==> config.mk <==
export PLATFORM = sky130hd
export DESIGN_NAME = mul_seq_ctrl
export DESIGN_NICKNAME = d
export VERILOG_FILES = /design/src/rtl/mul_seq_ctrl_pkg.sv /design/src/rtl/mul_seq_ctrl_wallace.sv /design/src/rtl/mul_seq_ctrl.sv
export SDC_FILE = /design/constraint.sdc
export NUM_CORES = 1
export LEC_CHECK = 0
export BUFFER_PORTS_ARGS = -buffer_cell sky130_fd_sc_hd__buf_2
export CAP_MARGIN = 40
export CORE_ASPECT_RATIO = 1.5
export CORE_MARGIN = 1
export CORE_UTILIZATION = 59
export CTS_BUF_LIST = sky130_fd_sc_hd__clkbuf_4 sky130_fd_sc_hd__clkbuf_8 sky130_fd_sc_hd__clkbuf_16
export CTS_CLUSTER_DIAMETER = 50
export CTS_CLUSTER_SIZE = 25
export DETAILED_ROUTE_END_ITERATION = 10
export MAX_ROUTING_LAYER = met4
export PLACE_DENSITY = 0.89
export SYNTH_ARGS = -nofsm -noshare
export SYNTH_HDL_FRONTEND = slang
export SYNTH_SLANG_ARGS = --single-unit
export TNS_END_PERCENT = 20
==> constraint.sdc <==
create_clock -name clk -period 10.5 [get_ports clk]
set_input_delay 0 -clock clk [delete_from_list [all_inputs] [get_ports clk]]
set_output_delay 0 -clock clk [all_outputs]
set_load 0.03 [all_outputs]
==> src/rtl/mul_seq_ctrl_pkg.sv <==
// Shared definitions for the sequential multiply controller: op and state
// encodings, settle-cycle limits and small product helpers.
package mul_seq_ctrl_pkg;

    localparam int MUL_CYCLES_MIN = 1;
    localparam int MUL_CYCLES_MAX = 4;
    localparam int CNT_W          = $clog2(MUL_CYCLES_MAX);

    typedef enum logic [1:0] {
        OP_MUL    = 2'b00,
        OP_MULH   = 2'b01,
        OP_MULHSU = 2'b10,
        OP_MULHU  = 2'b11
    } op_e;

    typedef enum logic [1:0] {
        ST_IDLE = 2'd0,
        ST_CALC = 2'd1,
        ST_DONE = 2'd2
    } state_e;

    // {rs1 treated as signed, rs2 treated as signed}
    function automatic logic [1:0] sign_mode(input op_e op);
        return {(op == OP_MULH) || (op == OP_MULHSU), op == OP_MULH};
    endfunction

    function automatic logic [31:0] word_sel(input logic [63:0] prod, input op_e op);
        return (op == OP_MUL) ? prod[31:0] : prod[63:32];
    endfunction

endpackage

==> src/rtl/mul_seq_ctrl_wallace.sv <==
// Combinational 32x32 -> 64 multiplier built as a Wallace tree of 3:2
// carry-save compressors followed by a single carry-propagate add.
module Wallace_multiplier_64 (
    input  logic [31:0] a,
    input  logic [31:0] b,
    input  logic        sign,
    output logic [63:0] product
);

    typedef logic [31:0][63:0] rows_t;

    // One tree level: every complete group of three rows becomes a sum row and
    // a carry row; leftover rows pass straight through.
    function automatic rows_t csa_level(input rows_t rows, input int n);
        rows_t nxt;
        int    groups;
        nxt    = '0;
        groups = n / 3;
        for (int g = 0; g < 10; g++) begin
            if (g < groups) begin
                nxt[5'(2*g)]   = rows[5'(3*g)] ^ rows[5'(3*g+1)] ^ rows[5'(3*g+2)];
                nxt[5'(2*g+1)] = ((rows[5'(3*g)]   & rows[5'(3*g+1)]) |
                                  (rows[5'(3*g)]   & rows[5'(3*g+2)]) |
                                  (rows[5'(3*g+1)] & rows[5'(3*g+2)])) << 1;
            end
        end
        for (int r = 0; r < 32; r++) begin
            if (r >= 3*groups && r < n)
                nxt[5'(r-groups)] = rows[5'(r)];
        end
        return nxt;
    endfunction

    function automatic logic [63:0] tree_mul(input logic [31:0] x, input logic [31:0] y,
                                             input logic is_signed);
        rows_t       rows;
        logic [63:0] ext_x;
        int          n;
        ext_x = is_signed ? {{32{x[31]}}, x} : {32'b0, x};
        for (int i = 0; i < 32; i++)
            rows[5'(i)] = y[5'(i)] ? (ext_x << i) : 64'd0;
        // Two's-complement multiplier MSB carries weight -2^31.
        if (is_signed && y[31])
            rows[31] = -(ext_x << 31);
        n = 32;
        // 32 -> 22 -> 15 -> 10 -> 7 -> 5 -> 4 -> 3 -> 2 rows
        for (int l = 0; l < 8; l++) begin
            rows = csa_level(rows, n);
            n    = n - n / 3;
        end
        return rows[0] + rows[1];
    endfunction

    assign product = tree_mul(a, b, sign);

endmodule

==> src/rtl/mul_seq_ctrl.sv <==
// Sequential RV32M multiply controller: accepts one request, lets the Wallace
// tree settle for MUL_CYCLES cycles, and reuses the last product on a repeat.
module mul_seq_ctrl
    import mul_seq_ctrl_pkg::*;
#(
    parameter int MUL_CYCLES = 2
) (
    input  logic        clk,
    input  logic        rst_n,
    input  logic        req_valid,
    output logic        req_ready,
    input  logic [1:0]  req_op,
    input  logic [31:0] req_rs1,
    input  logic [31:0] req_rs2,
    input  logic [4:0]  req_tag,
    input  logic        flush,
    output logic        resp_valid,
    input  logic        resp_ready,
    output logic [31:0] resp_data,
    output logic [4:0]  resp_tag,
    output logic        busy
);

    localparam logic [CNT_W-1:0] CNT_LOAD = CNT_W'(MUL_CYCLES - MUL_CYCLES_MIN);

    state_e           state;
    logic [CNT_W-1:0] cnt;
    logic             entry_vld;

    logic [31:0] rs1_q, rs2_q;
    op_e         op_q;
    logic [4:0]  tag_q;

    logic [31:0] entry_rs1, entry_rs2;
    logic [63:0] entry_prod;
    logic [1:0]  entry_mode;

    logic [1:0]  req_mode, cur_mode;
    logic        rs1_neg, rs2_neg;
    logic [31:0] mag_a, mag_b;
    logic [63:0] mag_prod, result;
    logic        accept, hit, capture;

    assign req_ready = (state == ST_IDLE) || ((state == ST_DONE) && resp_ready);

    always_comb begin
        req_mode = sign_mode(op_e'(req_op));
        cur_mode = sign_mode(op_q);
        accept   = req_valid && req_ready && !flush;
        // Low product word does not depend on signedness, so MUL hits any entry.
        hit      = entry_vld && (req_rs1 == entry_rs1) && (req_rs2 == entry_rs2) &&
                   ((op_e'(req_op) == OP_MUL) || (req_mode == entry_mode));
        capture  = (state == ST_CALC) && !flush && (cnt == '0);
        rs1_neg  = cur_mode[1] & rs1_q[31];
        rs2_neg  = cur_mode[0] & rs2_q[31];
        mag_a    = rs1_neg ? -rs1_q : rs1_q;
        mag_b    = rs2_neg ? -rs2_q : rs2_q;
        result   = (rs1_neg ^ rs2_neg) ? -mag_prod : mag_prod;
    end

    // Multicycle path: rs1_q/rs2_q -> mag_a/mag_b -> tree -> result capture,
    // allotted MUL_CYCLES clock periods; operands are frozen throughout CALC.
    Wallace_multiplier_64 u_wallace (
        .a       (mag_a),
        .b       (mag_b),
        .sign    (1'b0),
        .product (mag_prod)
    );

    always_ff @(posedge clk or negedge rst_n) begin
        if (!rst_n) begin
            state      <= ST_IDLE;
            cnt        <= '0;
            entry_vld  <= 1'b0;
            resp_valid <= 1'b0;
            resp_data  <= '0;
            resp_tag   <= '0;
            busy       <= 1'b0;
        end else if (flush) begin
            state      <= ST_IDLE;
            resp_valid <= 1'b0;
            busy       <= 1'b0;
        end else if (accept) begin
            busy <= 1'b1;
            if (hit) begin
                state      <= ST_DONE;
                resp_valid <= 1'b1;
                resp_data  <= word_sel(entry_prod, op_e'(req_op));
                resp_tag   <= req_tag;
            end else begin
                state      <= ST_CALC;
                resp_valid <= 1'b0;
                cnt        <= CNT_LOAD;
            end
        end else begin
            case (state)
                ST_CALC: begin
                    if (cnt == '0) begin
                        state      <= ST_DONE;
                        resp_valid <= 1'b1;
                        resp_data  <= word_sel(result, op_q);
                        resp_tag   <= tag_q;
                        entry_vld  <= 1'b1;
                    end else begin
                        cnt <= cnt - 1'b1;
                    end
                end
                ST_DONE: begin
                    if (resp_ready) begin
                        state      <= ST_IDLE;
                        resp_valid <= 1'b0;
                        busy       <= 1'b0;
                    end
                end
                default: ;
            endcase
        end
    end

    always_ff @(posedge clk) begin
        if (accept) begin
            rs1_q <= req_rs1;
            rs2_q <= req_rs2;
            op_q  <= op_e'(req_op);
            tag_q <= req_tag;
        end
        if (capture) begin
            entry_prod <= result;
            entry_rs1  <= rs1_q;
            entry_rs2  <= rs2_q;
            entry_mode <= cur_mode;
        end
    end

endmodule

# After elaboration in Yosys (flattened, before gate mapping)
# Cells that the tools add are included.
[classes]
addsub = 1
n_eq_ne = 14
n_mux = 23
n_bitwise = 2
n_reduce_logical = 26
[op_table]
columns = ["op", "n"]
rows = [
  ["$eq A32 B32 Y1", 2],
  ["$mux W5", 4],
  ["$mux W2", 9],
  ["$reduce_and A4 Y1", 3],
  ["$logic_and A1 B1 Y1", 8],
  ["$mux W1", 8],
  ["$eq A2 B1 Y1 const B", 3],
  ["$eq A2 B2 Y1 const B", 3],
  ["$logic_not A2 Y1", 3],
  ["$reduce_bool A3 Y1", 2],
  ["$logic_or A1 B1 Y1", 4],
  ["$ne A2 B2 Y1 const B", 2],
  ["$ne A4 B3 Y1 const B", 1],
  ["$ne A4 B4 Y1 const B", 1],
  ["$pmux W2 S2", 1],
  ["$reduce_bool A2 Y1", 2],
  ["$reduce_bool A4 Y1", 1],
  ["$reduce_and A3 Y1", 1],
  ["$eq A2 B2 Y1", 1],
  ["$ne A2 B1 Y1 const B", 1],
  ["$not A1 Y1", 2],
  ["$pmux W1 S2", 1],
  ["$reduce_and A2 Y1", 1],
  ["$sub A2 B1 Y2 const B", 1],
  ["$logic_not A1 Y1", 1],
]
[totals]
reg_bits = 149
inputBits = 76
out_inout_bits = 40
elab_cells = 79

# Depth between registers and ports, before layout
[depth]
ltp_word = 8
mapped_depth = 8
mapped_depth_nobuf = 8

# By module
# Synthesis repeated with hierarchy kept, for this count alone.
[unflattened]
hier_cells = 1158
area_unflattened_um2 = 13285.2
[modules_own_cells]
columns = ["module", "n_inst", "cells_each", "area_per_inst_um2", "seq_area_each_um2"]
rows = [
  ["mul_seq_ctrl", 1, 1093, 12801.0, 7111.8],
  ["Wallace_multiplier_64", 1, 65, 484.2, 0.0],
]

# Worst setup path after synthesis
# No wires, ideal clock.
[synth_timing]
path_kind = "flip-flop to flip-flop"
start = "register resp_valid (netlist name)"
end = "register resp_tag[0]"
setup_time_ps = 124
arrival_ps = 5062
t_required_ps = 10376
slack_ps = 5313
path_stages_with_launch = 8
path_buffers = 0
period_less_slack_ps = 5187
path_cell_list = "dfrtp_1 -> ha_1 -> nand2_1 -> nand2b_1 -> nand2_1 -> nor2_1 -> nand3_4 -> o221a_1"
[synth_lines]
columns = ["element", "line", "text"]
rows = [
  ["end signal, assigned", "mul_seq_ctrl.sv:89", "resp_tag <= req_tag;"],
  ["end signal, assigned", "mul_seq_ctrl.sv:102", "resp_tag <= tag_q;"],
  ["end, declared", "mul_seq_ctrl.sv:20", "output logic [4:0] resp_tag,"],
]

# Final worst setup path
[layout_timing]
start = "register state[0]"
end = "register rs1_q[7] (enable)"
[layout_between]
elab_chain_len = 5
elab_cells_between_ends = 6
cone_classes = "1 x eq/ne; 5 x reduce/logical"
[layout_lines]
columns = ["element", "line", "text"]
rows = [
  ["start, declared", "mul_seq_ctrl.sv:26", "state_e state;"],
  ["start signal, assigned", "mul_seq_ctrl.sv:72", "state <= ST_IDLE;"],
  ["start signal, assigned", "mul_seq_ctrl.sv:80", "state <= ST_IDLE;"],
  ["start signal, assigned", "mul_seq_ctrl.sv:86", "state <= ST_DONE;"],
  ["$eq A2 B2 Y1", "mul_seq_ctrl.sv:44", "assign req_ready = (state == ST_IDLE) || ((state == ST_DONE) && resp_ready);"],
  ["$logic_and A1 B1 Y1", "mul_seq_ctrl.sv:44", ""],
  ["$logic_or A1 B1 Y1 *", "mul_seq_ctrl.sv:44", ""],
  ["$logic_and A1 B1 Y1 * (2 in series)", "mul_seq_ctrl.sv:49", "accept = req_valid && req_ready && !flush;"],
  ["end signal, assigned", "mul_seq_ctrl.sv:122", "rs1_q <= req_rs1;"],
  ["end, declared", "mul_seq_ctrl.sv:30", "logic [31:0] rs1_q, rs2_q;"],
]
# Every way passes the cells marked *; elsewhere a longest branch is shown, timed or not.
# A chain may end at the register's enable or synchronous reset.

==> reports/results.txt <==
WP buf/inv -> 2
crit end category -> flop
actual slew at the worst max-slew pin -> 804.4 ps
Synth cell types -> 33
CTS tree -> built
EDFF count, synth -> 137
residual DRC count -> 0
# setup viols final -> 0
Worst path slowest cell -> buf_4
WL final -> 11730 microns
Crit Reg-Reg Startpoint -> state[0]$_DFFE_PN0P_
core area -> 9634 sq um
post_cts resized -> 0
# hold bufs at CTS -> 76
layout cells sized above 1 -> 22.81%
fin cells -> 641
Skew-Pair Late Insertion Delay -> 420 ps
I/O Buffers -> 83
commonest non-fill, non-tap cell in the layout -> edfxtp_1
gpl congestion -> 0.7596
crit path DAT -> 2700 ps
CP required -> 10540 ps
Via Count -> 3387
Final Cycle Share -> 25.32%
RSZ-0062 raised after global routing -> false
register area share after synthesis -> 75.54%
cell family with most CP delay -> simple AND/OR/NAND/NOR gates
antenna cells -> 0
Layout area overhead -> 31.16%
Worst Clk Skew -> 8.234 ps
Rel. slew slack -> 45.96%
post-layout min period -> 2659 ps
via/cell ratio -> 5.284
Max Cap Viol -> 0
Synth Cell Area -> 5811 sq um
initial antenna violation count -> 0
cts bufs inserted -> 17
syn_area_per_cell -> 17.24 sq um
First-pass DRT Iterations -> 4
DRT iter0 DRCs -> 286
Hold Crit Class -> input pin to flop
final-report max-slew violation count -> 0
Final Util -> 79.10%
gr ovfl total -> 0
Worst Setup SP -> state[0]$_DFFE_PN0P_
num ports -> 116
die width -> 83.03 microns
Post-DP Area -> 6269 sq um
Final Cell Area -> 7621 sq um
delay of the slowest critical-path stage -> 690 ps
CTS H-tree lvls -> 4
CP cell instances -> inv_1 > ha_1 > nand2_1 > nand2b_1 > nand2_1 > nor2_4 > buf_4
CTS root buf -> clkbuf_16
Fin. Hold Viols -> 0
Post CTS Setup Buffer Count -> 0
Power Density -> 203.1 nW/um^2
cells after synthesis -> 337
global-route wire length before repair -> 18010 microns
most frequent cells in the layout -> 137 x edfxtp_1, 83 x buf_2, 76 x dlygate4sd3_1, 50 x xnor2_1, 32 x conb_1
status -> finished, final reports clean
antenna viol nets, final -> 0
yosys warns -> 0
vias in the first global route -> 3421
Worst Path Max Fanout -> 53
Power Total -> 0.001548 W
Clk pin slew, worst setup/hold paths -> 60 ps
synthesized flop and latch total -> 148
most used cell, CP -> nand2_1
routed length per instance -> 18.30 microns
Critical Path Source Type -> flop
Post-synth top flop -> edfxtp_1
fin nets -> 598
worst setup path class -> flop to flop
pin count of the biggest net entering global routing -> 54
Pleak -> 2.823 nW
HPWL after detailed placement -> 6565 microns
all-layer global routing usage -> 25.07%
fmax -> 0.3761 GHz
num rows -> 44
clk sinks -> 148
total negative setup slack -> 0 ps
Max clock buf depth -> 2
Worst VDD drop -> 0.0001692 V
DIE AREA -> 10260 sq um
Initial Util -> 60.31%
Die H -> 123.5 microns
hold wc startpoint -> req_tag[4]
placed cells -> 535
ys async rst share -> 7.432%
Yosys cell counts, types with 4 or more instances:
| cell type | instances | area, sq um |
|---|---|---|
| a21oi_1 | 6 | 30.03 |
| buf_4 | 33 | 247.7 |
| dfrtp_1 | 11 | 275.3 |
| edfxtp_1 | 137 | 4114 |
| ha_1 | 7 | 87.58 |
| inv_1 | 18 | 67.56 |
| nand2_1 | 4 | 15.01 |
| nand2b_1 | 9 | 56.30 |
| nand4_1 | 11 | 68.82 |
| nor4_1 | 4 | 25.02 |
| o221a_1 | 5 | 56.30 |
| or2b_1 | 4 | 30.03 |
| xnor2_1 | 50 | 437.9 |
| xor2_1 | 6 | 52.55 |
metrics by stage:
step	hold WS (ps)	worst slack, ps
after global routing	319.2	7641
after global placement	-125.2	8001
after CTS	299.6	7828
final	318.1	7841
after detailed placement	-122.9	7857
after floorplan	-295.6	5313
final timing paths:
check / to / slack, ps / cells past startpoint
worst max-delay path: rs1_q[7]$_DFFE_PN_ / 7840 / 7
worst min-delay path: tag_q[4]$_DFFE_PN_ / 320 / 2
worst max register to register: rs1_q[7]$_DFFE_PN_ / 7840 / 7
worst min register to register: entry_rs1[13]$_DFFE_PP_ / 410 / 0
max in group asynchronous: resp_tag[2]$_DFFE_PN0P_ / 9560 / 3
min in group asynchronous: entry_vld$_DFFE_PN0P_ / 610 / 3
routing by layer:
layer	up-vias	share of wire (%)	GRT usage, %
li1	1545	-	-
met1	1680	41	30.32
met2	141	53	41.39
met3	21	4.7	6.142
met4	0	2.1	9.375
met5	-	0	-
logic make-up (layout without fill, tap and decap cells):
group	Yosys count	count (layout)	synth area share [%]
buffers and inverters	51	209	5.426
flip-flops	148	148	75.54
other	1	32	0.06454
AND/OR/NAND/NOR	46	46	4.953
XOR/XNOR	56	56	8.441
adder cells (fa/ha/maj)	7	7	1.507
AO/OA/AOI/OAI	28	28	4.070
flip-flops by register name, summed over array words and instances, names as in the netlist:
register / count
entry_mode: 2
resp_tag: 5
entry_rs1: 32
rs1_q: 32
busy: 1
tag_q: 5
rs2_q: 32
op_q: 2
cnt: 2
resp_valid: 1
entry_vld: 1
state: 1
entry_rs2: 32
power breakdown:
part,switching [W],internal (W),leakage [nW]
combinational,0.000121,0.0000789,1.15
sequential,0.0000237,0.000708,1.38
clock,0.000226,0.000390,0.288
total,0.000371,0.00118,2.82
area by class of cell:
type / instances / area (sq um)
clock buffers: 17 / 425.4
clock inverters: 13 / 166.4
fillers: 512 / 2013
inverters: 18 / 67.56
multi-input cells: 169 / 1237
flip-flops and latches: 148 / 4389
well taps: 115 / 143.9
repair buffers: 161 / 1191
(Power assumes the default switching activity.)
